$ cat src/rtl/bcd_stopwatch_if.sv
// ---------------------------------------------------------------------------
// bcd_stopwatch_if
//   Bundles the stopwatch control inputs and the count/status outputs so a
//   controller (master) and the stopwatch core (slave) connect through one
//   port each.
//
//   Parameter DIGITS : number of BCD digits carried on the value buses.
//
//   Signals (direction as seen by the stopwatch core / slave modport):
//     Run         in   level, prescaler advances while high
//     Clear       in   one-cycle synchronous clear
//     Load        in   one-cycle synchronous preload
//     Load_Value  in   packed BCD preload value, digit k at [4k+3:4k]
//     Down        in   level, 0 = count up, 1 = count down
//     Lap         in   one-cycle lap capture        (STOPWATCH_LAP_EN only)
//     Number_Sig  out  registered live count, packed BCD
//     Lap_Number  out  registered lap snapshot     (STOPWATCH_LAP_EN only)
//     Wrap_Pulse  out  one-cycle pulse on up-count rollover to all-0s
//     Zero_Pulse  out  one-cycle pulse when a down-count reaches all-0s
//
//   Build option: define STOPWATCH_LAP_EN to include the lap signals.
// ---------------------------------------------------------------------------
interface bcd_stopwatch_if #(
   parameter int DIGITS = 6
);
   logic                  Run;
   logic                  Clear;
   logic                  Load;
   logic [4*DIGITS-1:0]   Load_Value;
   logic                  Down;
   logic [4*DIGITS-1:0]   Number_Sig;
   logic                  Wrap_Pulse;
   logic                  Zero_Pulse;
`ifdef STOPWATCH_LAP_EN
   logic                  Lap;
   logic [4*DIGITS-1:0]   Lap_Number;

   modport master (
      output Run, Clear, Load, Load_Value, Down, Lap,
      input  Number_Sig, Lap_Number, Wrap_Pulse, Zero_Pulse
   );

   modport slave (
      input  Run, Clear, Load, Load_Value, Down, Lap,
      output Number_Sig, Lap_Number, Wrap_Pulse, Zero_Pulse
   );
`else
   modport master (
      output Run, Clear, Load, Load_Value, Down,
      input  Number_Sig, Wrap_Pulse, Zero_Pulse
   );

   modport slave (
      input  Run, Clear, Load, Load_Value, Down,
      output Number_Sig, Wrap_Pulse, Zero_Pulse
   );
`endif
endinterface

$ cat src/rtl/bcd_stopwatch.sv
// ---------------------------------------------------------------------------
// bcd_stopwatch
//   Parametrised BCD stopwatch / countdown timer. CLK is divided into a
//   count tick of TICK_DIV cycles; on each tick the DIGITS-wide packed BCD
//   count steps up or down with a full single-cycle carry/borrow ripple.
//   Digit 0 is the least significant (0.1 s at default settings).
//
//   Parameters:
//     TICK_DIV  CLK cycles per count tick (>= 2), default 5_000_000
//     DIGITS    number of BCD digits (1..8), default 6
//
//   Ports:
//     CLK   in  system clock, rising edge
//     RSTn  in  asynchronous active-low reset
//     bus   slave side of bcd_stopwatch_if (controls in, count/pulses out)
//
//   Per-cycle priority: Clear > Load > tick. Up-count wraps all-9s -> all-0s
//   with Wrap_Pulse; down-count stops at zero with Zero_Pulse on arrival.
//
//   Build option: STOPWATCH_LAP_EN adds the Lap input and the Lap_Number
//   snapshot register.
// ---------------------------------------------------------------------------
module bcd_stopwatch #(
   parameter int TICK_DIV = 5_000_000,
   parameter int DIGITS   = 6
) (
   input  logic           CLK,
   input  logic           RSTn,
   bcd_stopwatch_if.slave bus
);
   localparam int W  = 4 * DIGITS;
   localparam int PW = $clog2(TICK_DIV);
   localparam logic [PW-1:0] PRE_LAST = PW'(TICK_DIV - 1);

   logic [PW-1:0]   pre_reg;
   logic [W-1:0]    count_reg;
   logic            wrap_pulse_reg;
   logic            zero_pulse_reg;

   logic            tick;
   logic [DIGITS:0] carry_up;
   logic [DIGITS:0] borrow_dn;
   logic [W-1:0]    inc_value;
   logic [W-1:0]    dec_value;
   logic [W-1:0]    load_sat;
   logic            all_nines;
   logic            count_zero;
   logic            dec_zero;

   assign tick = bus.Run && (pre_reg == PRE_LAST);

   // Per-digit increment/decrement and load saturation. carry_up[k] is high
   // when every digit below k is 9 (so digit k receives a carry); borrow_dn[k]
   // is high when every digit below k is 0 (so digit k receives a borrow).
   assign carry_up[0]  = 1'b1;
   assign borrow_dn[0] = 1'b1;

   for (genvar gi = 0; gi < DIGITS; gi++) begin : g_digit
      logic [3:0] d;
      logic [3:0] lv;

      assign d  = count_reg[4*gi +: 4];
      assign lv = bus.Load_Value[4*gi +: 4];

      assign carry_up[gi+1]  = carry_up[gi] & (d == 4'd9);
      assign borrow_dn[gi+1] = borrow_dn[gi] & (d == 4'd0);

      assign inc_value[4*gi +: 4] = !carry_up[gi]  ? d :
                                    (d == 4'd9)    ? 4'd0 : d + 4'd1;
      assign dec_value[4*gi +: 4] = !borrow_dn[gi] ? d :
                                    (d == 4'd0)    ? 4'd9 : d - 4'd1;

      // Non-BCD nibbles clamp to 9 so the count can never hold an invalid digit.
      assign load_sat[4*gi +: 4]  = (lv > 4'd9) ? 4'd9 : lv;
   end

   assign all_nines  = carry_up[DIGITS];
   assign count_zero = borrow_dn[DIGITS];
   assign dec_zero   = (dec_value == '0);

   always_ff @(posedge CLK or negedge RSTn) begin
      if (!RSTn) begin
         pre_reg        <= '0;
         count_reg      <= '0;
         wrap_pulse_reg <= 1'b0;
         zero_pulse_reg <= 1'b0;
      end else begin
         wrap_pulse_reg <= 1'b0;
         zero_pulse_reg <= 1'b0;
         if (bus.Clear) begin
            count_reg <= '0;
            pre_reg   <= '0;
         end else if (bus.Load) begin
            count_reg <= load_sat;
            pre_reg   <= '0;
         end else if (bus.Run) begin
            if (tick) begin
               pre_reg <= '0;
               if (!bus.Down) begin
                  count_reg      <= inc_value;
                  wrap_pulse_reg <= all_nines;
               end else if (!count_zero) begin
                  // Down-count parks at zero; no borrow past all-0s.
                  count_reg      <= dec_value;
                  zero_pulse_reg <= dec_zero;
               end
            end else begin
               pre_reg <= pre_reg + 1'b1;
            end
         end
         // Run low: prescaler and count hold so a pause loses no partial tick.
      end
   end

   assign bus.Number_Sig = count_reg;
   assign bus.Wrap_Pulse = wrap_pulse_reg;
   assign bus.Zero_Pulse = zero_pulse_reg;

`ifdef STOPWATCH_LAP_EN
   logic [W-1:0] lap_reg;

   // Snapshot takes the pre-update count; Clear overrides a coincident Lap.
   always_ff @(posedge CLK or negedge RSTn) begin
      if (!RSTn) begin
         lap_reg <= '0;
      end else if (bus.Clear) begin
         lap_reg <= '0;
      end else if (bus.Lap) begin
         lap_reg <= count_reg;
      end
   end

   assign bus.Lap_Number = lap_reg;
`endif

endmodule

$ cat src/flat_wrapper.sv
// flat-port wrapper written by rule: the top's interface ports become plain ports
module bcd_stopwatch_flat 
#(
   parameter int TICK_DIV = 5_000_000,
   parameter int DIGITS   = 6
)
  (CLK, RSTn, bus_Run, bus_Clear, bus_Load, bus_Load_Value, bus_Down, bus_Number_Sig, bus_Wrap_Pulse, bus_Zero_Pulse);
  bcd_stopwatch_if #(.DIGITS(DIGITS)) bus_i ();
  input  logic CLK;
  input  logic RSTn;
  input wire logic [$bits(bus_i.Run)-1:0] bus_Run;
  input wire logic [$bits(bus_i.Clear)-1:0] bus_Clear;
  input wire logic [$bits(bus_i.Load)-1:0] bus_Load;
  input wire logic [$bits(bus_i.Load_Value)-1:0] bus_Load_Value;
  input wire logic [$bits(bus_i.Down)-1:0] bus_Down;
  output wire logic [$bits(bus_i.Number_Sig)-1:0] bus_Number_Sig;
  output wire logic [$bits(bus_i.Wrap_Pulse)-1:0] bus_Wrap_Pulse;
  output wire logic [$bits(bus_i.Zero_Pulse)-1:0] bus_Zero_Pulse;
  assign bus_i.Run = bus_Run;
  assign bus_i.Clear = bus_Clear;
  assign bus_i.Load = bus_Load;
  assign bus_i.Load_Value = bus_Load_Value;
  assign bus_i.Down = bus_Down;
  assign bus_Number_Sig = bus_i.Number_Sig;
  assign bus_Wrap_Pulse = bus_i.Wrap_Pulse;
  assign bus_Zero_Pulse = bus_i.Zero_Pulse;
  bcd_stopwatch #(.TICK_DIV(TICK_DIV), .DIGITS(DIGITS)) u_core (.CLK(CLK), .RSTn(RSTn), .bus(bus_i));
endmodule
$ cat config.mk
export PLATFORM = sky130hd
export DESIGN_NAME = bcd_stopwatch_flat
export DESIGN_NICKNAME = d
export VERILOG_FILES = /design/src/rtl/bcd_stopwatch_if.sv /design/src/rtl/bcd_stopwatch.sv /design/src/flat_wrapper.sv
export SDC_FILE = /design/constraint.sdc
export NUM_CORES = 1
export LEC_CHECK = 0
export ABC_AREA = 1
export CORE_MARGIN = 2
export CORE_UTILIZATION = 25
export DETAILED_ROUTE_END_ITERATION = 6
export GPL_TIMING_DRIVEN = 0
export PLACE_DENSITY_LB_ADDON = 0.3
export REMOVE_ABC_BUFFERS = 1
export SLEW_MARGIN = 20
export SYNTH_ARGS = -nofsm -noshare
export SYNTH_HDL_FRONTEND = slang
export SYNTH_SLANG_ARGS = --single-unit
export TNS_END_PERCENT = 30
$ cat constraint.sdc
create_clock -name CLK -period 2.13 [get_ports CLK]
set_input_delay 0.639 -clock CLK [delete_from_list [all_inputs] [get_ports CLK]]
set_output_delay 0.639 -clock CLK [all_outputs]
set_load 0.02 [all_outputs]
### Word level (Yosys, flattened, before mapping)

Cells that the tools add are included.

* output and inout port bits: 26
* input port bits: 30
* bits in registers: 49
* word-level logic and storage cells: 116

* muxes and demuxes: 49
* reductions and logical operators: 21
* equality and inequality tests: 8
* $add $sub $neg: 13
* $lt $le $gt $ge: 6
* bitwise logic cells: 10

Operator list (count)
* $mux 24: 6
* $mux 4: 28
* $mux 23: 4
* $add 4x1->4 const B: 6
* $eq 4x4->1 const B: 6
* $gt 4x4->1 const B: 6
* $logic_not 24->1: 1
* $logic_not 4->1: 6
* $sub 4x1->4 const B: 6
* $add 23x1->23 const B: 1
* $eq 23x23->1 const B: 1
* $reduce_and 4->1: 5
* $reduce_bool 4->1: 5
* $mux 1: 11
* $and 1x1->1: 10
* $reduce_bool 3->1: 2
* $ne 4x4->1 const B: 1
* $reduce_and 3->1: 1
* $logic_and 1x1->1: 1

### Logic depth before layout (Yosys ltp)

Gate-level depths: netlist (run 1).

* depth in word-level cells: 13
* gate-level depth with buffers: 14

### Least setup slack after synthesis (run 1)

Ideal clock, no wire load.

* path type: flip-flop to flip-flop
* start: register u_core.count_reg[0] (netlist: u_core.bus.Number_Sig[0])
* end: register u_core.count_reg[12] (netlist: u_core.bus.Number_Sig[12])
* path buffers: 0
* stages on the path, launching flop included: 13
* data arrival time: 1.988 ns
* setup slack: 0.068 ns
* data required time: 2.056 ns
* cell sequence: dfrtp_1 inv_1 ha_1 nand3_2 nor2_4 nand3_4 nor2_8 nand4_4 nand2_4 inv_6 nand2_8 nand2_1 o21ai_2

* word-level cells in the longest chain between the ends: 10
* elaborated cells between the ends (all ways): 19

Ends and longest elaborated chain
* start: declaration: RTL line bcd_stopwatch.sv:36 `logic [W-1:0] count_reg;`
* start signal: assignment: RTL line bcd_stopwatch.sv:94 `count_reg <= load_sat;`
* start signal: assignment: RTL line bcd_stopwatch.sv:100 `count_reg <= inc_value;`
* start signal: assignment: RTL line bcd_stopwatch.sv:104 `count_reg <= dec_value;`
* $logic_not 4->1: RTL line bcd_stopwatch.sv:66 `assign borrow_dn[gi+1] = borrow_dn[gi] & (d == 4'd0);`
* $and 1x1->1 (2 in series): RTL line bcd_stopwatch.sv:66
* $mux 4: RTL line bcd_stopwatch.sv:70 `assign dec_value[4*gi +: 4] = !borrow_dn[gi] ? d :`
* $mux 24: RTL line bcd_stopwatch.sv:102 `end else if (!count_zero) begin`
* $mux 24: RTL line bcd_stopwatch.sv:99 `if (!bus.Down) begin`
* $mux 24: RTL line bcd_stopwatch.sv:97 `if (tick) begin`
* $mux 24: RTL line bcd_stopwatch.sv:96 `end else if (bus.Run) begin`
* $mux 24: RTL line bcd_stopwatch.sv:93 `end else if (bus.Load) begin`
* $mux 24: RTL line bcd_stopwatch.sv:90 `if (bus.Clear) begin`

Several ways; a longest one is shown, not always the timed one. The select of a mux whose other input is x is not followed.
A chain may end at the register's enable or synchronous reset.

### Worst setup path in the final report (run 1)

* start: register u_core.count_reg[1] (netlist: u_core.bus.Number_Sig[1])
* end: register u_core.count_reg[12] (netlist: u_core.bus.Number_Sig[12])

Same word-level chain as after synthesis.

==> key figures, run 1 <==
Outcome
  • Status: finished clean

Logic synthesis
  • Synthesized area: 4320 sq um
  • Share of the synthesized area in the top cell type: 28.4%
  • Dominant cell type by area after synthesis: dfrtp_1
  • Cells after synthesis: 644
  • Leading post-synthesis cells by cell area: dfrtp_1, nand2_1, inv_1
  • Register bit total from synthesis: 49
  • Seq/Total Area, Yosys: 28.4%
  • Distinct cell type count after synthesis: 47
  • Avg Cell Area, Syn: about 6.7 sq um
  • Synth warnings: 0

STA
  • Rel. slew slack: 55.0%
  • Max Clk Rate: 472 MHz
  • Setup TNS: 0 ns
  • Final worst path period need: about 2.1 ns
  • Final hold vios: 0
  • Clock skew: 0.0123 ns
  • Hold WS: 0.369 ns
  • Slew Limit Fails: 0
  • RSZ-0062 raised after global routing: true
  • Slew of the pin with the lowest slew margin: 0.675 ns
  • Final setup viols: 0
  • Final period utilization: 99.6%

Detailed routing
  • WL final: 13500 um
  • Number of DRC markers in iteration 0: 232
  • First-pass iteration count of the detailed router: 5
  • Routed via count: around 4500
  • Routed WL per cell: 14.1 um
  • DRC Markers: 0
  • Post-route ant nets: 0
  • Routed vias/inst: 4.69

Final layout
  • Area of the multi-input gates: 2810 sq um
  • # diodes: 0
  • Commonest non-fill, non-tap cell in the layout: nand2_1
  • Max reg flops: 24
  • Number of fill cells: 1865
  • Register area: 1240 sq um
  • Share of cells above drive strength 1: around 17%
  • Nets: around 800
  • Area grow syn2layout: 31.8%
  • Commonest cells after routing, fill and taps aside: nand2_1, inv_1, nor2_1, nand3_1, o21ai_0

Floorplan
  • Die W: 136 um
  • Starting Density: 25.3%
  • Die H: 136 um
  • # IOs: 56
  • Std cell rows: 48
  • Placeable Area: 17100 sq um
  • Die ar.: 18400 sq um

Clocking
  • H-tree depth: 2
  • Clock Latency Late Sink: slightly above 0.3 ns
  • CTS root buffer: clkbuf_16
  • CTS tree: yes
  • CTS Buf Count: 5
  • Reg clk slew, reported paths: approximately 0.07 ns
  • Clock buffer depth: 2
  • Clk sink count: 49

Placed design
  • HPWL after DPL: 9650 um
  • GPL Wtd Cong: 0.865
  • PortBufs: 55

Worst setup path
  • Worst path most repeated cell: nand3_4
  • Crit path max fanout: 10
  • CP Data Arrival Time: 2.35 ns
  • Startpoint types: flip-flop
  • CP Class: flip-flop to flip-flop
  • Critical Path RT: 2.36 ns
  • Buf+Inv Stages, Crit Path: 2
  • Critical Path Max Stage Delay: 0.46 ns
  • Cell Chain, Critical Path: inv_4, ha_4, nand3_4, nor2_4, nand3_4, nor2_8, nand4_4, nand2_4, inv_8, nand2_8, nand2_1, o21ai_2
  • CP Capture Type: flip-flop
  • CP delay by family, top: simple AND/OR/NAND/NOR gates
  • Worst path slowest cell: dfrtp_2

GRT
  • Remaining Overflow, GRT: 0
  • Vias in the first global route: 4207
  • Pin count of the biggest net entering global routing: 50
  • First-pass GRT wire length: approximately 22000 um
  • Initial antenna violation count: 0
  • Gr usage total: between 10 and 15%

Worst hold path
  • Worst min path class: input port to async pin

Power
  • P_leak: 2.56 nW
  • Maximum vdd drop: 271 uV
  • P per Cell Area: 599 nW/um^2

Job
  • Max-Cap Viols: 0
-- report_power, final --
| part | total, mW | leakage (nW) | switching (mW) | internal, mW |
|---|---|---|---|---|
| Clock | 1.06 | 0.0938 | 0.385 | 0.672 |
| Combinational | 1.24 | 1.82 | 0.735 | 0.508 |
| Sequential | 1.11 | 0.644 | 0.115 | 0.999 |
-- metrics by stage --
stage               utilization (%)  cells  area, sq um  power, mW  setup WS [ns]
detailed placement             29.8    913         5100       2.22          -1.80
CTS                            32.1    938         5500       3.35        0.00106
finish                         33.3    953         5700       3.41        0.00948
global placement               29.8    913         5100       2.22          -1.85
floorplan                         -    633         4270       1.81        -0.0669
global route                   33.3    953         5700       3.63        -0.0930
-- cells in the mapped netlist (all sizes together) --
library cell / count
inv: 87
nor3: 20
nand3: 55
a221oi: 2
dfrtp: 49
clkbuf: 6
nor4: 2
o211ai: 4
a21o: 1
o2111ai: 1
clkinv: 3
xor2: 10
o22a: 1
o211a: 1
ha: 21
o22ai: 2
a31oi: 2
nand4: 18
buf: 5
a211oi: 4
a21oi: 39
o31ai: 3
nand2: 155
o221ai: 1
o21ai: 70
or2: 2
nor2: 74
xnor2: 3
o21bai: 1
a22oi: 2
-- worst paths after layout --
path,start,end,slack (ns),cells past startpoint
max,u_core.bus.Number_Sig[1],u_core.bus.Number_Sig[12],0.009,12
max in group asynchronous,RSTn,u_core.bus.Number_Sig[12],1.27,1
min,RSTn,u_core.pre_reg[20],0.37,1
min reg2reg,u_core.pre_reg[8],u_core.pre_reg[8],0.50,1
min in group CLK,u_core.pre_reg[8],u_core.pre_reg[8],0.50,1
max reg2reg,u_core.bus.Number_Sig[1],u_core.bus.Number_Sig[12],0.009,12
-- per-layer routing --
layer / GRT usage, % / vias to the layer above / part of all wire, %
met2: 25.3 / 76 / 48
met3: 2.13 / 11 / 3.3
li1: - / 2303 / -
met1: 20.1 / 2081 / 47
met4: 3.99 / 0 / 1.1
met5: 0 / - / 0
-- cell type report --
type / instances / area share, %
Timing Repair Buffer: 87 / 14.2
Sequential cell: 49 / 21.8
Tap cell: 225 / 4.94
Clock inverter: 3 / 1.14
Multi-Input combinational cell: 494 / 49.2
Clock buffer: 5 / 2.20
Inverter: 90 / 6.52
-- what timing repair did --
item / 4_1_cts / 5_1_grt
pin swaps: 6 / 18
hold buffers: 0 / 0
gates resized for setup: 40 / 41
setup buffers: 17 / 15
endpoints found under the setup margin: 54 / 35
cloned: 0 / 0
-- kinds of logic after synthesis --
| kind of cell | count (synthesis) | synth area share [%] |
|---|---|---|
| AND/OR/NAND/NOR | 326 | 35.4 |
| AO/OA/AOI/OAI | 134 | 18.4 |
| buffers and inverters | 101 | 9.14 |
| flip-flops | 49 | 28.4 |
| adder cells (fa/ha/maj) | 21 | 6.08 |
| XOR/XNOR | 13 | 2.63 |
No activity file was read; power rests on OpenSTA's default activity.
==> run 2: changes to the inputs <==
--- a/config.mk
+++ b/config.mk
@@ -7,7 +7,7 @@
 export LEC_CHECK = 0
 export ABC_AREA = 1
 export CORE_MARGIN = 2
-export CORE_UTILIZATION = 25
+export CORE_UTILIZATION = 40
 export DETAILED_ROUTE_END_ITERATION = 6
 export GPL_TIMING_DRIVEN = 0
 export PLACE_DENSITY_LB_ADDON = 0.3
==> run 2 against run 1 <==
Non-clock buffer count rose by 3. Critical endpoint is now u_core.bus.Zero_Pulse. Largest power group unchanged. Global-route usage increased by 7.5 points. Highest routed layer unchanged. Worst hold slack got worse by 0.016 ns. Utilization increased by 20 points. Die area decreased by 37%. Final area decreased by 2.6%. Combinational power about the same.
==> key figures, run 2 (synthesis results as in run 1) <==
GRT
  • Pin count of the biggest net entering global routing: 50 (unchanged)
  • First-pass GRT wire length: 21000 um (-2.7%)
  • Initial antenna violation count: 0 (unchanged)
  • Gr usage total: 22.4% (+7.5 points)
  • Remaining Overflow, GRT: 0 (unchanged)
  • Vias in the first global route: 4423 (+5.1%)

Detailed routing
  • First-pass iteration count of the detailed router: 5 (unchanged)
  • Post-route ant nets: 0 (unchanged)
  • WL final: 13000 um (-3.2%)
  • Routed WL per cell: 15.0 um (+6.4%)
  • DRC Markers: 0 (unchanged)
  • Routed vias/inst: 5.43 (+16%)
  • Routed via count: 4707 (+5.3%)
  • Number of DRC markers in iteration 0: 253 (+9.1%)

STA
  • Setup TNS: 0 ns (unchanged)
  • Slew Limit Fails: 0 (unchanged)
  • RSZ-0062 raised after global routing: true
  • Max Clk Rate: 473 MHz (+0.20%)
  • Final hold vios: 0 (unchanged)
  • Final worst path period need: 2.12 ns (-0.00423 ns)
  • Final setup viols: 0 (unchanged)
  • Slew of the pin with the lowest slew margin: 0.675 ns (+0.000400 ns)
  • Clock skew: 0.00979 ns (-0.00252 ns)
  • Rel. slew slack: 55.0% (about the same)
  • Final period utilization: 99.4% (-0.20 points)
  • Hold WS: 0.352 ns (-0.0165 ns)

Placed design
  • Placed cell areas: 4990 sq um (-2.2%)
  • PortBufs: 55 (unchanged)
  • HPWL after DPL: 9080 um (-5.9%)
  • GPL Wtd Cong: 0.906 (+4.8%)

Power
  • Maximum vdd drop: 296 uV (+8.9%)
  • P per Cell Area: 554 nW/um^2 (-7.5%)
  • Tot Pwr: 3.07 mW (-10%)
  • P_leak: 2.60 nW (+1.5%)

Worst setup path
  • CP Capture Type: flip-flop
  • Crit path max fanout: 6 (-4)
  • Critical Path RT: 2.37 ns (about the same)
  • Startpoint types: flip-flop
  • CP Class: flip-flop to flip-flop
  • CP Data Arrival Time: 2.36 ns (about the same)

Clocking
  • CTS Buf Count: 5 (unchanged)
  • Cts hold-fix bufs: 0 (unchanged)
  • Reg clk slew, reported paths: 0.10 ns (+0.03 ns)
  • CTS tree: yes
  • Clock Latency Late Sink: 0.32 ns (about the same)
  • Clock buffer depth: 2 (unchanged)
  • CTS root buffer: clkbuf_8
  • Clk sink count: 49 (unchanged)
  • H-tree depth: 2 (unchanged)

Final layout
  • Nets: 781 (+0.39%)
  • Core Util, Final: 53.3% (+20 points)
  • Commonest cells after routing, fill and taps aside: nand2_1, inv_1, nor2_1, nand3_1, o21ai_0
  • Share of cells above drive strength 1: 17.2% (+0.48 points)
  • Number of fill cells: 1008 (-46%)
  • # diodes: 0 (unchanged)
  • Area grow syn2layout: 28.3%
  • Commonest non-fill, non-tap cell in the layout: nand2_1
  • Max reg flops: 24 (unchanged)
  • Post-route cell area: 5550 sq um (-2.6%)

Floorplan
  • Die W: 108 um (-20%)
  • Die ar.: 11700 sq um (-37%)
  • Std cell rows: 37 (-23%)
  • # IOs: 56 (unchanged)
  • Placeable Area: 10400 sq um (-39%)
  • Die H: 108 um (-20%)
  • Starting Density: 41.5% (+16 points)

Job
  • Max-Cap Viols: 0 (unchanged)

Outcome
  • Status: finished clean

Worst hold path
  • Worst min path class: input port to async pin
run 2: cell count changes in the layout (fill, tap and decap cells not counted), moves of 3 or more:
cell and change:
buf_4 +4, clkbuf_16 -5, clkbuf_8 +5, clkdlybuf4s50_1 -3, dlymetal6s2s_1 +5, nand2_2 +3
nor2_2 -3
run 2: final timing paths:
| kind | from | endpoint | slack, ns | depth (start not counted) |
|---|---|---|---|---|
| setup / recovery | u_core.bus.Number_Sig[4] | u_core.bus.Zero_Pulse | 0.01 | 11 |
| hold / removal | RSTn | u_core.pre_reg[20] | 0.35 | 1 |
| setup reg to reg | u_core.bus.Number_Sig[4] | u_core.bus.Zero_Pulse | 0.01 | 11 |
| hold reg to reg | u_core.pre_reg[8] | u_core.pre_reg[8] | 0.51 | 1 |
| max in group asynchronous | RSTn | u_core.bus.Number_Sig[8] | 1.29 | 1 |
| min in group CLK | u_core.pre_reg[8] | u_core.pre_reg[8] | 0.51 | 1 |
run 2: layout make-up:
| cell class | count | area, sq um | area share, % |
|---|---|---|---|
| multi-input combinational | 494 | 2820 | 50.9 |
| timing repair buffer | 90 | 838 | 15.1 |
| clock buffer | 6 | 72.6 | 1.31 |
| tap | 136 | 170 | 3.07 |
| inverter | 90 | 364 | 6.56 |
| sequential | 49 | 1240 | 22.4 |
| clock inverter | 2 | 38.8 | 0.699 |
run 2: per-layer routing:
layer | vias to the layer above | share of wire, % | GRT usage, %
met2 | 158 | 50 | 39.0
met5 | - | 0 | 0
met1 | 2207 | 42 | 28.1
li1 | 2313 | - | -
met4 | 0 | 2.4 | 8.88
met3 | 29 | 5.8 | 3.01
run 2: power by group:
part	internal, mW	leakage (nW)	switching [mW]
clock network	0.354	0.0554	0.359
registers	0.999	0.644	0.112
logic	0.515	1.90	0.737
run 2: worst max-delay path, stage by stage (launching register included):
cell and delay [ns]:
dfrtp_2 0.47, inv_2 0.12, ha_4 0.15, nand2_2 0.08, nor2_4 0.20, buf_6 0.14, nand4_1 0.24, o21ai_2 0.25
nand2_1 0.07, nor2_1 0.08, nand3_1 0.10, nor2_1 0.14
run 2: what timing repair did:
item                                    in CTS  in global routing
endpoints found under the setup margin      55                 45
buffers inserted                            20                 15
pin swaps                                    6                  8
resized for setup                           42                 40
run 2: stage by stage:
step / cells / setup WS [ns]
2_1_floorplan: 633 / -0.0669
6_report: 867 / 0.0137
5_1_grt: 867 / -0.0545
4_1_cts: 852 / -0.0316
3_5_place_dp: 824 / -1.76
3_3_place_gp: 824 / -1.69
